**src/rtl/core_ctrl.sv**
```systemverilog
// Instruction sequencer for the single-core NPU: Q/K load, kernel load, MAC execute,
// OFIFO drain to PSUM, and (with CORE_CTRL_SFP_EN defined) SFP accumulate/divide.
module core_ctrl #(
    parameter int col       = 8,
    parameter int bw        = 8,
    parameter int pr        = 8,
    parameter int len       = 8,
    parameter int DRAIN_CYC = 16,
    parameter int SFP_LAT   = 1
) (
    input  logic             clk,
    input  logic             reset,
    input  logic             start,
    input  logic [pr*bw-1:0] in_data,
    input  logic             in_valid,
    output logic             in_ready,
    output logic [19:0]      inst,
    output logic [pr*bw-1:0] mem_in,
    output logic             busy,
    output logic             done
);

    if (len < 1 || len > 16) begin : g_len_chk
        $error("core_ctrl: len must be in 1..16");
    end
    if (col < 1 || col > 16) begin : g_col_chk
        $error("core_ctrl: col must be in 1..16");
    end
    if (DRAIN_CYC < 1 || DRAIN_CYC > 32) begin : g_drain_chk
        $error("core_ctrl: DRAIN_CYC must be in 1..32");
    end
    if (SFP_LAT < 1 || SFP_LAT > 30) begin : g_lat_chk
        $error("core_ctrl: SFP_LAT must be in 1..30");
    end

    localparam logic [4:0] LEN5       = 5'(len);
    localparam logic [4:0] LEN_LAST   = 5'(len - 1);
    localparam logic [4:0] COL5       = 5'(col);
    localparam logic [4:0] COL_LAST   = 5'(col - 1);
    localparam logic [4:0] DRAIN_LAST = 5'(DRAIN_CYC - 1);
`ifdef CORE_CTRL_SFP_EN
    localparam logic [4:0] LAT_LAST   = 5'(SFP_LAT + 1);
`endif

    typedef enum logic [3:0] {
        IDLE,
        QLOAD,
        KLOAD,
        KTOARR,
        EXEC,
        DRAIN,
        PWRITE,
`ifdef CORE_CTRL_SFP_EN
        SFPACC,
        SFPDIV,
`endif
        DONE
    } state_t;

    state_t             state, state_next;
    logic [4:0]         cnt, cnt_next;
    logic [19:0]        inst_next;
    logic [pr*bw-1:0]   mem_next;
    logic               xfer;
`ifdef CORE_CTRL_SFP_EN
    logic [4:0]         row, row_next;
`endif

    assign in_ready = (state == QLOAD) || (state == KLOAD);
    assign busy     = (state != IDLE) && (state != DONE);
    assign done     = (state == DONE);
    assign xfer     = in_valid && in_ready;

    always_ff @(posedge clk) begin
        if (reset) begin
            state  <= IDLE;
            cnt    <= '0;
            inst   <= '0;
            mem_in <= '0;
`ifdef CORE_CTRL_SFP_EN
            row    <= '0;
`endif
        end else begin
            state  <= state_next;
            cnt    <= cnt_next;
            inst   <= inst_next;
            mem_in <= mem_next;
`ifdef CORE_CTRL_SFP_EN
            row    <= row_next;
`endif
        end
    end

    // inst/mem_in are computed here and registered, so each word appears one cycle after its state.
    always_comb begin
        state_next = state;
        cnt_next   = cnt;
        inst_next  = '0;
        mem_next   = '0;
`ifdef CORE_CTRL_SFP_EN
        row_next   = row;
`endif
        case (state)
            IDLE: begin
                if (start) begin
                    state_next = QLOAD;
                    cnt_next   = '0;
                end
            end
            QLOAD: begin
                if (xfer) begin
                    inst_next        = 20'h00010;
                    inst_next[15:12] = cnt[3:0];
                    mem_next         = in_data;
                    if (cnt == LEN_LAST) begin
                        state_next = KLOAD;
                        cnt_next   = '0;
                    end else begin
                        cnt_next = cnt + 5'd1;
                    end
                end
            end
            KLOAD: begin
                if (xfer) begin
                    inst_next        = 20'h00004;
                    inst_next[15:12] = cnt[3:0];
                    mem_next         = in_data;
                    if (cnt == COL_LAST) begin
                        state_next = KTOARR;
                        cnt_next   = '0;
                    end else begin
                        cnt_next = cnt + 5'd1;
                    end
                end
            end
            KTOARR: begin
                // The trailing select-only cycle covers the kmem read latency.
                if (cnt < COL5) begin
                    inst_next        = 20'h00048;
                    inst_next[15:12] = cnt[3:0];
                    cnt_next         = cnt + 5'd1;
                end else begin
                    inst_next  = 20'h00040;
                    state_next = EXEC;
                    cnt_next   = '0;
                end
            end
            EXEC: begin
                if (cnt < LEN5) begin
                    inst_next        = 20'h000A0;
                    inst_next[15:12] = cnt[3:0];
                    cnt_next         = cnt + 5'd1;
                end else begin
                    inst_next  = 20'h00080;
                    state_next = DRAIN;
                    cnt_next   = '0;
                end
            end
            DRAIN: begin
                if (cnt == DRAIN_LAST) begin
                    state_next = PWRITE;
                    cnt_next   = '0;
                end else begin
                    cnt_next = cnt + 5'd1;
                end
            end
            PWRITE: begin
                // OFIFO read in cycle i lands in PSUM row i-1 one cycle later.
                if (cnt < LEN5) begin
                    inst_next[16] = 1'b1;
                end
                if (cnt != 5'd0) begin
                    inst_next[0]    = 1'b1;
                    inst_next[11:8] = cnt[3:0] - 4'd1;
                end
                if (cnt == LEN5) begin
`ifdef CORE_CTRL_SFP_EN
                    state_next = SFPACC;
`else
                    state_next = DONE;
`endif
                    cnt_next = '0;
                end else begin
                    cnt_next = cnt + 5'd1;
                end
            end
`ifdef CORE_CTRL_SFP_EN
            SFPACC: begin
                if (cnt < LEN5) begin
                    inst_next[1]    = 1'b1;
                    inst_next[11:8] = cnt[3:0];
                end
                if (cnt != 5'd0) begin
                    inst_next[17] = 1'b1;
                end
                if (cnt == LEN5) begin
                    state_next = SFPDIV;
                    cnt_next   = '0;
                    row_next   = '0;
                end else begin
                    cnt_next = cnt + 5'd1;
                end
            end
            SFPDIV: begin
                // Rows run serially so the PSUM read and write-back never share a cycle.
                if (cnt == 5'd0) begin
                    inst_next[1]    = 1'b1;
                    inst_next[11:8] = row[3:0];
                end else if (cnt == 5'd1) begin
                    inst_next[18] = 1'b1;
                end else if (cnt == LAT_LAST) begin
                    inst_next[19]   = 1'b1;
                    inst_next[0]    = 1'b1;
                    inst_next[11:8] = row[3:0];
                end
                if (cnt == LAT_LAST) begin
                    cnt_next = '0;
                    if (row == LEN_LAST) begin
                        state_next = DONE;
                    end else begin
                        row_next = row + 5'd1;
                    end
                end else begin
                    cnt_next = cnt + 5'd1;
                end
            end
`endif
            DONE: begin
                state_next = IDLE;
                cnt_next   = '0;
            end
            default: begin
                state_next = IDLE;
                cnt_next   = '0;
            end
        endcase
    end

endmodule

```
**config.mk**
```make
export PLATFORM = sky130hd
export DESIGN_NAME = core_ctrl
export DESIGN_NICKNAME = d
export VERILOG_FILES = /design/src/rtl/core_ctrl.sv
export SDC_FILE = /design/constraint.sdc
export NUM_CORES = 1
export LEC_CHECK = 0
export ABC_CLOCK_PERIOD_IN_PS = 3000
export CORE_ASPECT_RATIO = 1.5
export CORE_UTILIZATION = 43
export CTS_BUF_LIST = sky130_fd_sc_hd__clkbuf_2 sky130_fd_sc_hd__clkbuf_4 sky130_fd_sc_hd__clkbuf_8
export DETAILED_ROUTE_END_ITERATION = 8
export PLACE_DENSITY = 0.92
export SLEW_MARGIN = 20
export SYNTH_ARGS = -nofsm -noshare
export SYNTH_HDL_FRONTEND = slang
export SYNTH_SLANG_ARGS = --single-unit
```
**constraint.sdc**
```tcl
create_clock -name clk -period 3 [get_ports clk]
set_input_delay 0.45 -clock clk [delete_from_list [all_inputs] [get_ports clk]]
set_output_delay 0.45 -clock clk [all_outputs]
set_load 0.03 [all_outputs]
```
After elaboration in Yosys (flattened, before gate mapping)
Index checks and enable logic that the tools add are counted.

operators by class
  add/sub/neg operators = 2
  $mul = 0
  div/mod/pow operators = 0
  order comparisons = 1
  equal/unequal tests = 21
  shift operators = 0
  muxes and demuxes = 30
  bitwise operators = 2
  reductions and logical operators = 11

operators with widths
  kind                                                                  number
  16-bit two-way mux                                                    4
  4-bit two-way mux                                                     10
  5-bit two-way mux                                                     6
  4-bit one-hot mux with 7 select lines                                 1
  7-bit one-hot mux with 4 select lines                                 1
  5-bit one-hot mux with 5 select lines                                 1
  4-bit one-hot mux with 5 select lines                                 1
  4-bit by 3-bit == test with 1-bit output, second input constant       4
  4-bit one-hot mux with 4 select lines                                 1
  2-bit != test, second input constant                                  7
  3-bit one-hot mux with 4 select lines                                 1
  5-bit by 4-bit == test with 1-bit output, second input constant       2
  1-bit one-hot mux with 5 select lines                                 2
  9-bit AND reduction                                                   1
  4-bit by 2-bit == test with 1-bit output, second input constant       2
  2-bit by 1-bit != test with 1-bit output, second input constant       3
  5-bit by 1-bit adder with 5-bit output, second input constant         1
  5-bit by 3-bit == test with 1-bit output, second input constant       1
  5-bit by 4-bit < comparator with 1-bit output, second input constant  1
  5-bit nonzero test                                                    1
  4-bit by 1-bit == test with 1-bit output, second input constant       1
  4-bit logical NOT                                                     1
  4-bit by 3-bit != test with 1-bit output, second input constant       1
  4-bit nonzero test                                                    1
  other kinds (8)                                                       12

storage, ports and cells
  bits in registers = 93
  bits in latches = 0
  bits in writable memories = 0
  bits in read-only memories = 0
  memories = 0

Longest topological paths before layout
  word-level depth = 5
  mapped depth = 8
  mapped depth without buffers = 8

Worst setup path after synthesis
No wires, ideal clock.

  kind = register to register
  start = reg cnt[0]
  end = reg state[1]
  setup time = 0.121 ns
  arrival = 1.739 ns
  setup slack = 1.140 ns
  cell stages (with the launch flop) = 9
  path buffers = 0
  cells stage by stage = dfxtp_1 -> ha_1 -> nand3_1 -> inv_1 -> ha_1 -> o32ai_1 -> nand3b_4 -> nor3b_2 -> mux2_4

on the way
  longest elaborated chain between the ends = 3
  elaborated cells on any way between the ends = 11

RTL lines
  element                                                                              RTL line  text
  start: declaration                                                                   61        logic [4:0] cnt, cnt_next;
  start signal: assignment                                                             85        cnt <= cnt_next;
  5-bit by 4-bit < comparator with 1-bit output, or another cell as far along          138, 149
  2-bit != test (no line) or 2-bit by 1-bit != test with 1-bit output (tied branches)  -
  9-bit AND reduction (no line) *                                                      -
  end signal: assignment                                                               84        state <= state_next;
  end: declaration                                                                     60        state_t state, state_next;

Every way passes the cells marked *; elsewhere a longest branch is shown, timed or not.
A chain may end at the register's enable or synchronous reset.

Worst setup path after layout
  start = reg state[1]
  end = out in_ready

on the way
  longest elaborated chain between the ends = 2
  elaborated cells on any way between the ends = 3

RTL lines
  element                                                                                               RTL line  text
  4-bit by 1-bit == test with 1-bit output or 4-bit by 2-bit == test with 1-bit output (tied branches)  69        assign in_ready = (state == QLOAD) || (state == KLOAD);
  1-bit logical OR *                                                                                    69
  end: declaration                                                                                      16        output logic in_ready,

Marked as above.

==> flow_summary_export.csv <==
group,metric,value,unit
outcome,status,"finished clean",
worst_setup_path,cp-start-kind,"flip-flop",
finish,fin_cells,493,
clock_network,cts_max_level,3,
power,total_power,0.00311,W
finish,fillers,468,
floorplanning,rows,36,
floorplanning,die_w,68.9,um
sta,timing.final.setup_violations,0,
sta,timing.setup.tns,0,ps
route,dr.pass1.iters,4,
finish,syn_to_final_growth,59.7,%
grt,grt_max_degree,66,
synth,synth_top_cell_area_share,61.0,%
power,leakage,1.82,nW
finish,seqCellArea,1760,um2
finish,final_cell_mix,"clkdlybuf4s50_1, dfxtp_1, and2_1",
worst_setup_path,critical_path_required,2550,ps
grt,overflow,0,
placed_design,dp_hpwl,5640,um
grt,grt_pass1_wl,10500,um
grt,grt_pass1_vias,2180,
placed_design,io_buffer_count,150,
sta,fin_worst_skew,5.40,ps
finish,n_antenna_cell,0,
worst_setup_path,path_class,"reg -> out",
route,remaining_drc_errors,0,
route,wire_per_inst,14.9,um
floorplanning,die_h,102,um
finish,final_common_cell,"clkdlybuf4s50_1",
grt,grt_antenna_before_repair,0,
synth,synth.largest_area_cell,"dfxtp_1",
sta,rsz0062_at_grt,"no",
sta,fin_crit,2630,ps
sta,slew_headroom,62.5,%
job,max_cap_viol_count,0,
power,power_density,675,nW/um2
sta,slew_violations,0,
worst_setup_path,ff2ff_setup_slack,880,ps
synth,ys_types,44,
synth,ys_seq_area_share,61.0,%
synth,yosys_warnings,0,
sta,post-route-period-util,87.8,%
synth,syn_area_per_cell,10.9,um2
route,vias,2313,
clock_network,cts_hold_buf,0,
clock_network,cts_resized,0,
finish,multi_input_area,1020,um2
route,postRouteAntennaNets,0,
floorplanning,initial_core_util,44.6,%
placed_design,placedCellCount,477,
grt,grt_usage,21.1,%
clock_network,clock_latency,340,ps
sta,max_freq,380,MHz
clock_network,clock-root-buffer,"clkbuf_8",
floorplanning,core-area,6490,um2
route,routed_via_density,4.69,
synth,ys_ff_latch,88,
synth,netlist_area,2890,um2
floorplanning,fp.dieArea,7060,um2
finish,num-nets-final,485,
sta,whs,541,ps
sta,tightest_slew,562,ps
floorplanning,ioPinCount,155,
synth,synthCells,265,
finish,layout-drive-gt1-share,6.47,%
clock_network,cts_sinks,88,
synth,synthTopCellsByArea,"dfxtp_1, and2_1, ha_1, nor2_1, buf_4",
route,routed_wl,7350,um
clock_network,cts_buffers,9,
route,drt_iter0_markers,65,
clock_network,post-cts-setup-buffer-count,0,
clock_network,cts_tree,"built",
hold_path,hold_path.class,"reg -> reg",
clock_network,cts.clk_slew.worst_paths,80,ps
worst_setup_path,cp-end-kind,"output port",
worst_setup_path,cp.arrival,2180,ps
worst_setup_path,worst-path-max-fanout,16,
power,vdd_ir_drop_max,0.000515,V
clock_network,cts_buffer_depth,2,
placed_design,place_congestion,0.873,
sta,hold_viol,0,
-- path summary, 6_finish.rpt --
path,cells after the start,startpoint,to
max reg2reg,8,cnt[0]$_SDFFE_PP0P_,state[1]$_SDFFE_PP0P_
max,3,state[1]$_SDFFE_PP0P_,in_ready
min,1,cnt[0]$_SDFFE_PP0P_,inst[8]$_SDFF_PP0_
min reg2reg,1,cnt[0]$_SDFFE_PP0P_,inst[8]$_SDFF_PP0_
-- power breakdown --
part,total [W],internal (W),switching (W)
logic,0.000941,0.000423,0.000518
clock network,0.000819,0.000447,0.000373
registers,0.00135,0.00128,0.0000775
total,0.00311,0.00214,0.000969
-- worst max-delay path: stages (launching register included) --
cell             delay, ps
dfxtp_1                660
xnor2_1                230
nor2_1                 230
clkdlybuf4s50_1        710
-- stage by stage --
stage / setup slack (ps) / instance area, um2 / util [%]
after floorplan: 1140 / 2900 / -
after global placement: 791 / 4410 / 68.0
after detailed placement: 780 / 4410 / 68.0
after CTS: 381 / 4620 / 71.2
after global routing: 249 / 4620 / 71.2
final: 367 / 4620 / 71.2
-- sequential cells by signal (all words and copies together) (netlist names) --
register / cells
cnt: 5
inst: 16
mem_in: 64
state: 3
-- Yosys cell counts (all sizes together) --
| master | number |
|---|---|
| nand3 | 4 |
| conb | 1 |
| nor2 | 16 |
| a311o | 2 |
| a21oi | 4 |
| nor3b | 2 |
| nor2b | 2 |
| and3b | 1 |
| a32oi | 1 |
| nand2 | 7 |
| clkbuf | 9 |
| nand4 | 1 |
| and2 | 68 |
| a22oi | 1 |
| o41ai | 1 |
| mux2 | 1 |
| nor4 | 1 |
| a31oi | 1 |
| nor4b | 1 |
| or3 | 1 |
| a2111oi | 1 |
| nor3 | 8 |
| dfxtp | 88 |
| ha | 5 |
| and4bb | 1 |
| mux2i | 3 |
| or2 | 1 |
| o21ai | 3 |
| inv | 7 |
| xnor2 | 3 |
| nand3b | 3 |
| and3 | 3 |
| buf | 9 |
| o32ai | 1 |
| nand2b | 4 |
-- final cells by class --
class,count,share of cell area [%]
sequential,88,38.2
tap,76,2.06
inverter,7,0.569
clock inverter,3,0.867
timing repair buffer,151,32.7
multi-input combinational,155,22.0
clock buffer,13,3.61
-- layer usage --
layer  vias up  track usage [%]  wire (um)  part of all wire (%)
li1       1137                -          -                     -
met1      1033             17.8       2260                    31
met2       118             40.3       4100                    56
met3        25             7.70        752                    10
met4         0             11.3        233                   3.2
met5         -                0          0                     0
-- logic make-up (layout without fill, tap and decap cells) --
group	Yosys count	in the layout	synth area share [%]
fa+ha+maj	5	5	2.16
simple gates	124	124	25.9
xor+xnor	3	3	0.909
buf+inv	25	174	4.42
other cells	1	4	0.130
flops	88	88	61.0
mux	4	4	1.56
compound gates	15	15	3.98
No activity file was read; power rests on OpenSTA's default activity.
